--- src/rtl/sec_counter_mod60.sv ---
// Seconds counter, mod 60, held as two BCD digits (tens 0..5, ones 0..9).
// Supports up/down counting, synchronous load with range check, and wrap pulse.
module sec_counter_mod60 (
  input  logic       clk,
  input  logic       reset,
  input  logic       en,
  input  logic       up_dn,
  input  logic       load,
  input  logic [2:0] load_tens,
  input  logic [3:0] load_ones,
  output logic [2:0] tens,
  output logic [3:0] ones,
  output logic       carry,
  output logic       zero,
  output logic       load_err
);

  localparam int unsigned TENS_W   = 3;
  localparam int unsigned ONES_W   = 4;
  localparam int unsigned TENS_MAX = 5;
  localparam int unsigned ONES_MAX = 9;

  logic [TENS_W-1:0] tens_q, tens_d;
  logic [ONES_W-1:0] ones_q, ones_d;
  logic              carry_q, carry_d;
  logic              load_err_q, load_err_d;
  logic              load_ok;

  assign load_ok = (load_tens <= TENS_W'(TENS_MAX)) && (load_ones <= ONES_W'(ONES_MAX));

  // Next-state: load beats counting; a rejected load still suppresses the count.
  always_comb begin
    tens_d     = tens_q;
    ones_d     = ones_q;
    carry_d    = 1'b0;
    load_err_d = 1'b0;
    if (load) begin
      if (load_ok) begin
        tens_d = load_tens;
        ones_d = load_ones;
      end else begin
        load_err_d = 1'b1;
      end
    end else if (en) begin
      if (up_dn) begin
        if (ones_q == ONES_W'(ONES_MAX)) begin
          ones_d = '0;
          if (tens_q == TENS_W'(TENS_MAX)) begin
            tens_d  = '0;
            carry_d = 1'b1;
          end else begin
            tens_d = tens_q + TENS_W'(1);
          end
        end else begin
          ones_d = ones_q + ONES_W'(1);
        end
      end else begin
        if (ones_q == '0) begin
          ones_d = ONES_W'(ONES_MAX);
          if (tens_q == '0) begin
            tens_d  = TENS_W'(TENS_MAX);
            carry_d = 1'b1;
          end else begin
            tens_d = tens_q - TENS_W'(1);
          end
        end else begin
          ones_d = ones_q - ONES_W'(1);
        end
      end
    end
  end

  always_ff @(posedge clk) begin
    if (!reset) begin
      tens_q     <= '0;
      ones_q     <= '0;
      carry_q    <= 1'b0;
      load_err_q <= 1'b0;
    end else begin
      tens_q     <= tens_d;
      ones_q     <= ones_d;
      carry_q    <= carry_d;
      load_err_q <= load_err_d;
    end
  end

  assign tens     = tens_q;
  assign ones     = ones_q;
  assign carry    = carry_q;
  assign load_err = load_err_q;
  assign zero     = (tens_q == '0) && (ones_q == '0);

endmodule

--- config.mk ---
export PLATFORM = sky130hd
export DESIGN_NAME = sec_counter_mod60
export DESIGN_NICKNAME = d
export VERILOG_FILES = /design/src/rtl/sec_counter_mod60.sv
export SDC_FILE = /design/constraint.sdc
export NUM_CORES = 1
export LEC_CHECK = 0
export ABC_AREA = 1
export CELL_PAD_IN_SITES_DETAIL_PLACEMENT = 0
export CELL_PAD_IN_SITES_GLOBAL_PLACEMENT = 1
export CORE_MARGIN = 5
export CORE_UTILIZATION = 34
export CTS_BUF_LIST = sky130_fd_sc_hd__clkbuf_4 sky130_fd_sc_hd__clkbuf_8
export DETAILED_ROUTE_END_ITERATION = 6
export PLACE_DENSITY = 0.83
export REMOVE_ABC_BUFFERS = 1
export SLEW_MARGIN = 20
export SYNTH_ARGS = -nofsm -noshare
export SYNTH_HDL_FRONTEND = slang
export SYNTH_SLANG_ARGS = --single-unit
export TNS_END_PERCENT = 1
--- constraint.sdc ---
create_clock -name clk -period 2.6 [get_ports clk]
set_input_delay 0.65 -clock clk [delete_from_list [all_inputs] [get_ports clk]]
set_output_delay 0.65 -clock clk [all_outputs]
set_load 0.05 [all_outputs]
==> impl_results.md <==
- Largest net degree at the start of global routing: 12
- Crit share post-route: 0.8793
- Buf/Inv on CP: 1
- Final hold slack: between 0.5 and 0.6 ns
- Final ANT Viol Nets: 0
- Slew @ Worst Pin: approximately 0.50 ns
- Clk slew on worst S/H paths: 0.06 ns
- Xor and xnor area share after synthesis: 0.02389
- Fin cells: 173
- Adder-cell share of the synthesized area: 0
- Clk_lat worst skew: 0.26 ns
- Worst IR drop on VDD: roughly 260 uV
- Vias in the first global route: 761
- Max-slew headroom: 0.6655
- Setup Viol. Count Final: 0
- Fin crit period: 2.286 ns
- Most numerous cell in the Yosys netlist: nand2_1
- Average cell area after synthesis: roughly 6.0 um^2
- Pwr Density: roughly 530 nW/um^2
- Synth warn: 0
- Placed Cells: between 150 and 200
- Post-synthesis sequential area ratio: 0.2457
- Synth cell count leaders: 33 x nand2_1, 23 x nor2_1, 15 x inv_1
- CTS Buf Count: 3
- Fin. Hold Viols: 0
- Critical Path RT: 1.95 ns
- Pins Over Slew Limit: 0
- Worst Skew: between 0.002 and 0.0025 ns
- First-pass GRT wire length: 3187 um
- Setup crit start kind: flip-flop
- Hold Buf Count CTS: 0
- Initial Util: 0.3662
- Synth area leaders: dfxtp_1 25%, nand2_1 17%, nor2_1 12%, inv_1 7.7%, nand3_1 7.5%
- CTS tree: built
- Initial drt markers: 14
- Clock root buffer: clkbuf_4
- Post-synthesis mux area share: 0
- Vias per Instance: 4.509
- Async SR Flop Fraction: 0
- CP Capture Type: output pin
- Core Footprint: 2002 um^2
- Synth Register Bits: 9
- Share of cells above drive strength 1: 0.1301
- Critical-path top delay cell: clkdlybuf4s50_1
- Arr. time, crit path: 1.64 ns
- Die Y: 56.44 um
- Main combinational cell family by area after synthesis: simple AND/OR/NAND/NOR gates
- P_sw: 0.2164 mW
- Clk buf depth: 2
- Register share of total power: 0.331
- Simple logic cell fraction of the synthesized area: 0.5307
- Max Cap Viol: 0
- Hpwl dp: between 1500 and 2000 um
- Worst path top cell family by delay: buffers and inverters
- Io pins: 22
- Yosys cell types: 21
- P_leak: 0.4920 nW
- RePlAce Congestion: roughly 0.85
- Area leader, netlist: dfxtp_1
- Unrepaired setup endpoints after global routing: false
- Drt drc: 0
- # rows: 16
- Crit Path Max Fanout: 7
- Antenna diode count: 0
- Port bufs: 21
- Vias: 780
- Max Fclk: between 400 and 500 MHz
- Synthesized cell area: between 700 and 800 um^2
- Layout Area Growth over Synthesis: 35.49%
- Synth Area in Compound Gates: 0.1024
- Drt first pass iters: 4
- Clock power share: 0.232
- Nets@finish: between 150 and 200
- Comb pwr share: 0.437
- Die Wd: 56.44 um
- Net Sw Frac: 0.4148
- Crit-path cells: clkdlybuf4s50_1
- Internal power: 0.3053 mW
- Die ar.: between 3000 and 4000 um^2
- Delay of the slowest critical-path stage: 0.87 ns
- Routed len/inst: 10.47 um
- GR Overflow Total: 0
- Min-delay worst type: flip-flop to flip-flop
- Routed WL: roughly 1800 um
- Setup Buffers After CTS: 0
- Clock sinks: 9
- Cts repair resizes: 0
- Setup_tns: 0 ns
- Outcome: complete, no violations
- H-tree depth: 1
- Top cell type's share of synthesized area: 0.2457
- Final Core Density: 0.4963
- Most common flop cell mapped by yosys: dfxtp_1
- Setup Crit Path Kind: flip-flop to output pin
- Gate Count Post-Synth: roughly 120
- Initial antenna violation count: 0
- EDFF count, synth: 0
- Overall routing resource usage: 0.1242
-- worst reg2reg max path, cell delays in order, from the launching register on --
cell and delay [ns]:
dfxtp_1 0.51, nand4_2 0.19, nand2_1 0.12, nand2_2 0.09, nor2_8 0.12, nand2_1 0.06, nand2_1 0.05, nor2_1 0.04
-- stage by stage --
step	power, mW	setup WS (ns)	instance area, um^2
2_1_floorplan	0.3310	0.4231	721.9
3_3_place_gp	0.4040	0.4437	963.4
3_5_place_dp	0.4050	0.3881	963.4
4_1_cts	0.5274	0.2963	993.5
5_1_grt	0.5589	0.2493	993.5
6_report	0.5217	0.3139	993.5
-- flip-flops by register name, summed over array words and instances (netlist names) --
| signal | cells |
|---|---|
| carry | 1 |
| load_err | 1 |
| ones | 4 |
| tens | 3 |
-- power groups by stage --
stage                     Sequential (mW)  Clock (mW)  Combinational [mW]
after floorplan                     0.215           0               0.116
after global placement              0.176           0               0.228
after detailed placement            0.176           0               0.229
after CTS                           0.173       0.125               0.229
after global routing                0.176       0.133               0.250
final                               0.173       0.121               0.228
-- worst paths after layout --
kind	start	endpoint	slack (ns)	cells past startpoint
max	ones[0]	ones[0]	0.31	1
min	ones[2]	ones[2]	0.56	2
max reg2reg	ones[0]	tens[1]	1.33	7
min reg2reg	ones[2]	ones[2]	0.56	2
-- cells in the final DEF, fill, tap and decap left out, types with 2 or more instances in the layout --
cell and instances:
clkbuf_4 4, nand2_1 33, xor2_1 2, inv_1 15
clkdlybuf4s50_1 20, nor2_1 23, nand2_2 3, nand3_1 11
nand2_4 2, dfxtp_1 9, a21oi_1 8, o21ai_0 4
or2_2 2
-- routing by layer --
metal  vias up  routed length [um]  GRT usage
met3         2                  99    0.03670
met4         0                   7    0.04068
li1        430                   -          -
met2        19                 740     0.1848
met5         -                   0          0
met1       329                 963     0.1692
-- layout make-up --
class,instances,area (um^2)
fillers,218,1008
multi-input cells,96,481.7
repair buffers,21,207.7
clock buffers,4,30.03
well taps,27,33.78
inverters,16,60.06
flip-flops and latches,9,180.2
-- kinds of logic (layout without fill, tap and decap cells) --
logic type             Yosys count  after routing
AND/OR/NAND/NOR                 81             81
buffers and inverters           17             41
AO/OA/AOI/OAI                   13             13
flip-flops                       9              9
XOR/XNOR                         2              2
Power figures use the tool's default switching activity.
